**config.mk**
```make
export PLATFORM = sky130hd
export DESIGN_NAME = id_ex_stage_reg
export DESIGN_NICKNAME = d
export VERILOG_FILES = /design/src/rtl/mips_pipe_pkg.sv /design/src/rtl/load_use_detect.sv /design/src/rtl/id_ex_stage_reg.sv
export SDC_FILE = /design/constraint.sdc
export NUM_CORES = 1
export LEC_CHECK = 0
export BUFFER_PORTS_ARGS = -buffer_cell sky130_fd_sc_hd__buf_2
export CAP_MARGIN = 20
export CORE_MARGIN = 4
export CORE_UTILIZATION = 30
export CTS_CLUSTER_DIAMETER = 30
export DETAILED_ROUTE_END_ITERATION = 16
export MAX_ROUTING_LAYER = met4
export PLACE_DENSITY = 0.66
export RECOVER_POWER = 100
export SETUP_SLACK_MARGIN = 0.15
export SLEW_MARGIN = 5
export SYNTH_ARGS = -nofsm -noshare
export SYNTH_HDL_FRONTEND = slang
export SYNTH_HIERARCHICAL = 1
export SYNTH_SLANG_ARGS = --single-unit
```
**constraint.sdc**
```tcl
create_clock -name clk -period 5.35 [get_ports clk]
set_input_delay 0.535 -clock clk [delete_from_list [all_inputs] [get_ports clk]]
set_output_delay 0.535 -clock clk [all_outputs]
set_load 0.01 [all_outputs]
```
**src/rtl/mips_pipe_pkg.sv**
```systemverilog
// Shared definitions for the MIPS pipeline stages: datapath width defaults,
// ALUOp class encodings and the EX-stage control bundle.
package mips_pipe_pkg;

  localparam int DEFAULT_DATA_WIDTH     = 32;
  localparam int DEFAULT_REG_ADDR_WIDTH = 5;

  // ALU operation classes handed from decode to the EX-stage ALU control
  localparam logic [1:0] ALUOP_ADD    = 2'b00;  // lw/sw address arithmetic
  localparam logic [1:0] ALUOP_BRANCH = 2'b01;  // beq compare (subtract)
  localparam logic [1:0] ALUOP_RTYPE  = 2'b10;  // use funct field
  localparam logic [1:0] ALUOP_IMM    = 2'b11;  // immediate-class ops

  // Control bits carried from ID into EX and beyond
  typedef struct packed {
    logic       reg_write;
    logic       mem_read;
    logic       mem_write;
    logic       mem_to_reg;
    logic       reg_dst;
    logic       alu_src;
    logic [1:0] alu_op;
  } ex_ctrl_t;

  // A bubble must not write registers or memory, so every control bit is 0
  localparam ex_ctrl_t BUBBLE_CTRL = '0;

endpackage

```
**src/rtl/load_use_detect.sv**
```systemverilog
// Load-use hazard detector: flags when the load sitting in ID/EX writes a
// register that the instruction in ID is about to read. Register 0 never
// causes a hazard, and a hold or flush in progress suppresses the stall.
module load_use_detect #(
  parameter int REG_ADDR_WIDTH = 5
) (
  input  logic                      ex_valid,
  input  logic                      ex_mem_read,
  input  logic [REG_ADDR_WIDTH-1:0] ex_rt,
  input  logic                      id_valid,
  input  logic [REG_ADDR_WIDTH-1:0] id_rs,
  input  logic [REG_ADDR_WIDTH-1:0] id_rt,
  input  logic                      id_uses_rt,
  input  logic                      flush,
  input  logic                      hold,
  output logic                      load_use
);

  logic rs_match;
  logic rt_match;

  // Compare the load destination against the sources the ID instruction reads
  always_comb begin
    rs_match = (ex_rt == id_rs);
    rt_match = id_uses_rt && (ex_rt == id_rt);
    load_use = ex_valid && ex_mem_read && (ex_rt != '0) && id_valid &&
               (rs_match || rt_match) && !flush && !hold;
  end

endmodule

```
**src/rtl/id_ex_stage_reg.sv**
```systemverilog
// ID/EX pipeline register with load-use bubble insertion, branch flush and
// global hold. Optional macro STALL_CNT_EN adds a 32-bit counter of load-use
// stall cycles on LoadUseStallCount; without it that output is tied to 0.
module id_ex_stage_reg
  import mips_pipe_pkg::*;
#(
  parameter int DATA_WIDTH     = DEFAULT_DATA_WIDTH,
  parameter int REG_ADDR_WIDTH = DEFAULT_REG_ADDR_WIDTH
) (
  input  logic                      clk,
  input  logic                      rst_n,
  input  logic                      Hold,
  input  logic                      Flush,
  input  logic                      ID_Valid,
  input  logic [DATA_WIDTH-1:0]     ID_ReadData1,
  input  logic [DATA_WIDTH-1:0]     ID_ReadData2,
  input  logic [DATA_WIDTH-1:0]     ID_SignExtImm,
  input  logic [REG_ADDR_WIDTH-1:0] ID_Rs,
  input  logic [REG_ADDR_WIDTH-1:0] ID_Rt,
  input  logic [REG_ADDR_WIDTH-1:0] ID_Rd,
  input  logic                      ID_UsesRt,
  input  logic                      ID_RegWrite,
  input  logic                      ID_MemRead,
  input  logic                      ID_MemWrite,
  input  logic                      ID_MemtoReg,
  input  logic                      ID_RegDst,
  input  logic                      ID_ALUSrc,
  input  logic [1:0]                ID_ALUOp,
  output logic                      ID_EX_Valid,
  output logic [DATA_WIDTH-1:0]     ID_EX_ReadData1,
  output logic [DATA_WIDTH-1:0]     ID_EX_ReadData2,
  output logic [DATA_WIDTH-1:0]     ID_EX_SignExtImm,
  output logic [REG_ADDR_WIDTH-1:0] ID_EX_Rs,
  output logic [REG_ADDR_WIDTH-1:0] ID_EX_Rt,
  output logic [REG_ADDR_WIDTH-1:0] ID_EX_Rd,
  output logic                      ID_EX_RegWrite,
  output logic                      ID_EX_MemRead,
  output logic                      ID_EX_MemWrite,
  output logic                      ID_EX_MemtoReg,
  output logic                      ID_EX_RegDst,
  output logic                      ID_EX_ALUSrc,
  output logic [1:0]                ID_EX_ALUOp,
  output logic                      PCWrite,
  output logic                      IF_ID_Write,
  output logic [31:0]               LoadUseStallCount
);

  logic                      valid_q, valid_d;
  logic [DATA_WIDTH-1:0]     rd1_q, rd1_d;
  logic [DATA_WIDTH-1:0]     rd2_q, rd2_d;
  logic [DATA_WIDTH-1:0]     imm_q, imm_d;
  logic [REG_ADDR_WIDTH-1:0] rs_q, rs_d;
  logic [REG_ADDR_WIDTH-1:0] rt_q, rt_d;
  logic [REG_ADDR_WIDTH-1:0] rd_q, rd_d;
  ex_ctrl_t                  ctrl_q, ctrl_d;
  ex_ctrl_t                  id_ctrl;
  logic                      load_use;

  load_use_detect #(
    .REG_ADDR_WIDTH(REG_ADDR_WIDTH)
  ) u_load_use_detect (
    .ex_valid    (valid_q),
    .ex_mem_read (ctrl_q.mem_read),
    .ex_rt       (rt_q),
    .id_valid    (ID_Valid),
    .id_rs       (ID_Rs),
    .id_rt       (ID_Rt),
    .id_uses_rt  (ID_UsesRt),
    .flush       (Flush),
    .hold        (Hold),
    .load_use    (load_use)
  );

  // Bundle the decoded control bits so bubbles can zero them in one step
  always_comb begin
    id_ctrl            = BUBBLE_CTRL;
    id_ctrl.reg_write  = ID_RegWrite;
    id_ctrl.mem_read   = ID_MemRead;
    id_ctrl.mem_write  = ID_MemWrite;
    id_ctrl.mem_to_reg = ID_MemtoReg;
    id_ctrl.reg_dst    = ID_RegDst;
    id_ctrl.alu_src    = ID_ALUSrc;
    id_ctrl.alu_op     = ID_ALUOp;
  end

  // Next register contents: hold keeps, flush/load-use loads a bubble, else ID
  always_comb begin
    valid_d = valid_q;
    rd1_d   = rd1_q;
    rd2_d   = rd2_q;
    imm_d   = imm_q;
    rs_d    = rs_q;
    rt_d    = rt_q;
    rd_d    = rd_q;
    ctrl_d  = ctrl_q;
    if (!Hold) begin
      rd1_d = ID_ReadData1;
      rd2_d = ID_ReadData2;
      imm_d = ID_SignExtImm;
      rs_d  = ID_Rs;
      rt_d  = ID_Rt;
      rd_d  = ID_Rd;
      if (Flush || load_use) begin
        valid_d = 1'b0;
        ctrl_d  = BUBBLE_CTRL;
      end else begin
        valid_d = ID_Valid;
        ctrl_d  = ID_Valid ? id_ctrl : BUBBLE_CTRL;
      end
    end
  end

  // Pipeline register bank
  always_ff @(posedge clk or negedge rst_n) begin
    if (!rst_n) begin
      valid_q <= 1'b0;
      rd1_q   <= '0;
      rd2_q   <= '0;
      imm_q   <= '0;
      rs_q    <= '0;
      rt_q    <= '0;
      rd_q    <= '0;
      ctrl_q  <= BUBBLE_CTRL;
    end else begin
      valid_q <= valid_d;
      rd1_q   <= rd1_d;
      rd2_q   <= rd2_d;
      imm_q   <= imm_d;
      rs_q    <= rs_d;
      rt_q    <= rt_d;
      rd_q    <= rd_d;
      ctrl_q  <= ctrl_d;
    end
  end

`ifdef STALL_CNT_EN
  logic [31:0] stall_cnt_q, stall_cnt_d;

  // Count stall cycles; Hold already masks load_use so the count freezes too
  always_comb begin
    stall_cnt_d = stall_cnt_q;
    if (load_use) begin
      stall_cnt_d = stall_cnt_q + 32'd1;
    end
  end

  // Stall counter register, wraps naturally at 2^32
  always_ff @(posedge clk or negedge rst_n) begin
    if (!rst_n) begin
      stall_cnt_q <= '0;
    end else begin
      stall_cnt_q <= stall_cnt_d;
    end
  end

  assign LoadUseStallCount = stall_cnt_q;
`else
  assign LoadUseStallCount = '0;
`endif

  assign PCWrite          = !load_use;
  assign IF_ID_Write      = !load_use;
  assign ID_EX_Valid      = valid_q;
  assign ID_EX_ReadData1  = rd1_q;
  assign ID_EX_ReadData2  = rd2_q;
  assign ID_EX_SignExtImm = imm_q;
  assign ID_EX_Rs         = rs_q;
  assign ID_EX_Rt         = rt_q;
  assign ID_EX_Rd         = rd_q;
  assign ID_EX_RegWrite   = ctrl_q.reg_write;
  assign ID_EX_MemRead    = ctrl_q.mem_read;
  assign ID_EX_MemWrite   = ctrl_q.mem_write;
  assign ID_EX_MemtoReg   = ctrl_q.mem_to_reg;
  assign ID_EX_RegDst     = ctrl_q.reg_dst;
  assign ID_EX_ALUSrc     = ctrl_q.alu_src;
  assign ID_EX_ALUOp      = ctrl_q.alu_op;

endmodule

```
After elaboration in Yosys (flattened, before gate mapping)
Index checks and enable logic that the tools add are counted.
{"block": "op_classes", "n_mux": 3, "n_shift": 0, "n_lt_le_gt_ge": 0, "add_sub_neg": 0, "bitwise": 0, "n_eq_ne": 2, "mul": 0, "div_mod_pow": 0, "reduce_logical": 13}
{"cell": "two-way mux 8 bit", "n": 2}
{"cell": "equality test 5 bit", "n": 2}
{"cell": "logical AND 1 bit", "n": 7}
{"cell": "nonzero test 5 bit", "n": 1}
{"cell": "logical NOT 1 bit", "n": 3}
{"cell": "logical OR 1 bit", "n": 2}
{"cell": "two-way mux 1 bit", "n": 1}
{"block": "totals", "register_bits": 120, "rom_bits": 0, "output_inout_bits": 154, "latchBits": 0, "wordCells": 32, "ramBits": 0, "memories": 0, "in_bits": 125}

Depth between registers and ports, before layout
{"block": "logic_depth", "depth_word": 8, "depth_mapped": 6, "depth_no_buf": 6}

Hierarchy
The synthesis kept the hierarchy.
{"mod": "id_ex_stage_reg", "cells_per_inst": 299, "instances": 1, "area_per_inst_um2": 4824.6, "seq_area_each_um2": 3002.9}
{"mod": "load_use_detect", "cells_per_inst": 19, "instances": 1, "area_per_inst_um2": 142.6, "seq_area_each_um2": 0.0}

Worst setup path after synthesis
Ideal clock, no wire load.
{"block": "synth_path", "kind": "input-to-output", "from": "input port ID_Rt[2]", "to": "output port PCWrite", "path_slack_ns": 3.297, "path_buffers": 1, "cell_stages": 6, "t_required_ns": 4.815, "arrival_time_ns": 1.518, "path_cell_list": "xor2_1 nor4_1 nand3_1 a21oi_1 inv_1 buf_4"}
{"block": "synth_via", "elab_chain_cells": 7}
{"element": "start: declaration", "line_no": "id_ex_stage_reg.sv:19", "source": "input logic [REG_ADDR_WIDTH-1:0] ID_Rt,"}
{"element": "equality test 5 bit", "line_no": "load_use_detect.sv:25", "source": "rt_match = id_uses_rt && (ex_rt == id_rt);"}
{"element": "logical AND 1 bit", "line_no": "load_use_detect.sv:25"}
{"element": "logical OR 1 bit", "line_no": "load_use_detect.sv:27", "source": "(rs_match || rt_match) && !flush && !hold;"}
{"element": "logical AND 1 bit", "line_no": "load_use_detect.sv:26", "source": "load_use = ex_valid && ex_mem_read && (ex_rt != '0) && id_valid &&"}
{"element": "logical AND 1 bit (2 in series)", "line_no": "load_use_detect.sv:27"}
{"element": "named net load_use", "line_no": "id_ex_stage_reg.sv:57", "source": "logic load_use;"}
{"element": "logical NOT 1 bit"}
{"element": "end: declaration", "line_no": "id_ex_stage_reg.sv:43", "source": "output logic PCWrite,"}
The timed path passes the listed nets, and every way through them passes these cells.

Final worst setup path
{"block": "layout_path", "from": "register rt_q[3] (netlist: ID_EX_Rt[3])", "to": "output port IF_ID_Write"}
{"block": "layout_via", "elab_chain_cells": 7, "word_cells_on_any_way": 11, "cone_classes": "2 x eq/ne; 9 x reduce/logical"}
{"element": "start: declaration", "line_no": "id_ex_stage_reg.sv:53", "source": "logic [REG_ADDR_WIDTH-1:0] rt_q, rt_d;"}
{"element": "start signal: assignment", "line_no": "id_ex_stage_reg.sv:130", "source": "rt_q <= rt_d;"}
{"element": "equality test 5 bit or nonzero test 5 bit (tied branches)", "line_no": "load_use_detect.sv:25, load_use_detect.sv:26"}
{"element": "logical AND 1 bit, on equally long branches", "line_no": "load_use_detect.sv:25, load_use_detect.sv:26"}
{"element": "logical OR 1 bit or logical AND 1 bit (tied branches)", "line_no": "load_use_detect.sv:27, load_use_detect.sv:26"}
{"element": "logical AND 1 bit *", "line_no": "load_use_detect.sv:26"}
{"element": "logical AND 1 bit * (2 in series)", "line_no": "load_use_detect.sv:27"}
{"element": "named net load_use", "line_no": "id_ex_stage_reg.sv:57"}
{"element": "logical NOT 1 bit *", "line_no": "id_ex_stage_reg.sv:162", "source": "assign IF_ID_Write = !load_use;"}
{"element": "end: declaration", "line_no": "id_ex_stage_reg.sv:44", "source": "output logic IF_ID_Write,"}
The timed path passes the listed nets; every way through them passes the cells marked *.

==> flow_summary_export.csv <==
group,metric,value,unit
synthesis,syn-instance-count,318,
setup_path,reg2regPathDepth,5,
routing,drt-pass1-iter-count,4,
grt,grt_max_degree,78,
setup_path,reg2reg_to,"ID_EX_Valid",
synthesis,synthTopCellsByArea,"dfrtp_1 (60%), mux2_2 (25%), buf_4 (5.1%)",
grt,antenna_found_initial,0,
setup_path,critPathCapture,"IF_ID_Write",
routing,wl,11.9,mm
die,core_area,16100,um^2
setup_path,path_depth,6,
synthesis,post-synth-top-area-cell,"dfrtp_1",
pwr,p_leak,3.03,nW
setup_path,r2r-start,"ID_EX_Rt[2]",
cts,cts_buffer_depth,2,
final_layout,areaGrowthSynthToFinish,34.7,%
pwr,power_density,391,nW/um^2
routing,ant_nets,0,
cts,ctsResizeCount,0,
placement,dp_hpwl,8.84,mm
cts,cts_tree,"yes",
timing,finalSetupTns,0,ps
cts,clkTransAtPathRegs,60,ps
setup_path,crit_arrival,1960,ps
min_path,hold_class,"input pin to asynchronous set/reset pin",
setup_path,reg2reg_slack,3330,ps
timing,relSlewSlack,40.9,%
routing,drcViolationCount,0,
pwr,power_frac_comb,12.3,%
die,initial_utilization,30.9,%
grt,grt_pass1_vias,3684,
placement,port-buffer-count,246,
pwr,pwr-share-seq,40.0,%
synthesis,synth_flop_cell,"dfrtp_1",
placement,placed_cells,766,
setup_path,crit_start,"ID_EX_Rt[3]",
final_layout,layout-drive-gt1-share,46.0,%
run_status,outcome,"complete, no violations",
placement,place_ws,2790,ps
final_layout,fin_cells,797,
synthesis,yosysWarnings,6,
setup_path,cp.required,4820,ps
die,num_io_pins,279,
synthesis,synth_top_area_share,60.5,%
timing,rsz0062_at_grt,"false",
setup_path,worst-path-buf-inv,2,
synthesis,synthesis.area,4970,um^2
cts,insertion_delay,410,ps
timing,fin_crit_sh,46.6,%
grt,overflow,0,
pwr,p_total,0.00262,W
setup_path,critPathKind,"register to output pin",
pwr,vdd_drop_max,0.181,mV
routing,vias,3338,
cts,root_buffer,"clkbuf_16",
timing,worst_slack,2860,ps
grt,grt_first_pass_wirelength,18.2,mm
die,rows,46,
setup_path,critPathSlowestCell,"dfrtp_1",
grt,track_usage,12.9,%
routing,drtIter0Drc,87,
synthesis,ys_seq_area_share,60.5,%
routing,post_drt_wl_per_cell,14.9,um
setup_path,setup.worst_path.end_class,"output pin",
final_layout,stdcell_area,6690,um^2
pwr,pwr-share-clk,47.7,%
setup_path,start_kind,"register",
die,die_h,137,um
final_layout,mostFrequentLayoutCells,"clkbuf_1 (126), buf_2 (122), dfrtp_1 (120), mux2_2 (112), conb_1 (32)",
cts,postCtsSetupBuffers,0,
cts,clock_sinks,120,
cts,hold_buffers,0,
die,die-area,18700,um^2
setup_path,crit_path_max_incr_delay,450,ps
pwr,switching_power,0.000606,W
setup_path,crit_path_cell_trace,"xor2_1 -> nor4_1 -> nand3_1 -> a21oi_1 -> inv_1 -> clkbuf_1",
synthesis,postSynthAreaPerCell,15.6,um^2
job,maxCapViolations,0,
setup_path,path_delay_family,"flip-flops",
timing,hold_violations,0,
timing,fin_worst_skew,7.21,ps
synthesis,synth_edf_count,0,
final_layout,antenna_cells,0,
synthesis,ys_ff_latch,120,
final_layout,fin_nets,694,
final_layout,final_common_cell,"clkbuf_1",
synthesis,synth_cell_types,21,
timing,period_needed,2490,ps
placement,place_congestion,0.724,
pwr,switching_share,23.2,%
synthesis,async_flop_share,100,%
setup_path,critPathMaxFanout,5,
timing,setup_viol,0,
pwr,p_int,0.00201,W
timing,final_max_slew_viol_count,0,
cts,cts_buffers,17,
timing,tightest_slew,887,ps
die,die_w,137,um
routing,via_per_inst,4.19,
timing,fmax,401,MHz
placement,placed_cell_area,6200,um^2
cts,cts_htree_levels,4,
-- per-stage QoR --
| step | utilization [%] | hold slack, ps |
|---|---|---|
| final | 41.7 | 199 |
| after global routing | 41.7 | 256 |
| after CTS | 42.6 | 217 |
| after detailed placement | 38.6 | 487 |
| after global placement | 38.6 | 481 |
| after floorplan | - | 239 |
-- cells by family after synthesis --
kind of cell / after synthesis / share of synthesized area [%]
flops: 120 / 60.5
mux: 112 / 25.4
other cells: 1 / 0.0755
compound gates: 10 / 1.69
buf+inv: 48 / 8.26
xor+xnor: 10 / 1.76
simple gates: 17 / 2.37
-- how the worst min path moves through the flow --
stage               cells past startpoint  slack (ps)             endpoint
floorplan                               0         240       ID_EX_ALUOp[0]
global placement                        1         480  ID_EX_SignExtImm[9]
detailed placement                      1         490   ID_EX_ReadData1[9]
CTS                                     1         220  ID_EX_ReadData1[19]
global route                            1         260  ID_EX_ReadData1[19]
finish                                  1         200       ID_EX_MemtoReg
-- metal layers --
layer	GRT usage (%)	part of all wire [%]	vias up
met5	-	0	-
met4	5.21	1.6	0
met3	4.12	8.6	14
met2	22.2	53	154
met1	13.8	37	1626
li1	-	-	1544
-- final cells by class --
type / count / area (um^2)
clock inverters: 7 / 165
clock buffers: 24 / 482
repair buffers: 248 / 1100
well taps: 216 / 270
multi-input cells: 181 / 1670
inverters: 1 / 3.75
fillers: 1596 / 9370
flip-flops and latches: 120 / 3000
-- sequential cells by signal (all words and copies together), names as in the netlist --
name and cells:
ID_EX_Rs 5, ID_EX_MemRead 1, ID_EX_ALUSrc 1, ID_EX_Rt 5
ID_EX_ALUOp 2, ID_EX_MemWrite 1, ID_EX_RegDst 1, ID_EX_ReadData2 32
ID_EX_MemtoReg 1, ID_EX_RegWrite 1, ID_EX_Valid 1, ID_EX_SignExtImm 32
ID_EX_Rd 5, ID_EX_ReadData1 32
-- cells in the mapped netlist (2+ instances only) --
| cell type | number |
|---|---|
| nand3_1 | 2 |
| xor2_1 | 7 |
| clkbuf_8 | 2 |
| dfrtp_1 | 120 |
| xnor2_1 | 3 |
| nor3_1 | 2 |
| buf_6 | 11 |
| mux2_2 | 112 |
| and2b_1 | 7 |
| a22o_1 | 7 |
| buf_4 | 34 |
| nand2_1 | 2 |
-- power groups by stage --
stage	combinational (W)	sequential, W	clock [W]
final	0.000322	0.00105	0.00125
after global routing	0.000356	0.00106	0.00133
after CTS	0.000355	0.00104	0.00129
after detailed placement	0.000355	0.00106	0
after global placement	0.000345	0.00105	0
after floorplan	0.000154	0.00110	0
-- worst register-to-register path, cell delays in order (launching register included) --
cell and delay, ps:
dfrtp_1 440, or4_1 560, o211ai_2 150, a21oi_1 90, nor3b_2 460, mux2_2 250
Power figures use the tool's default switching activity.
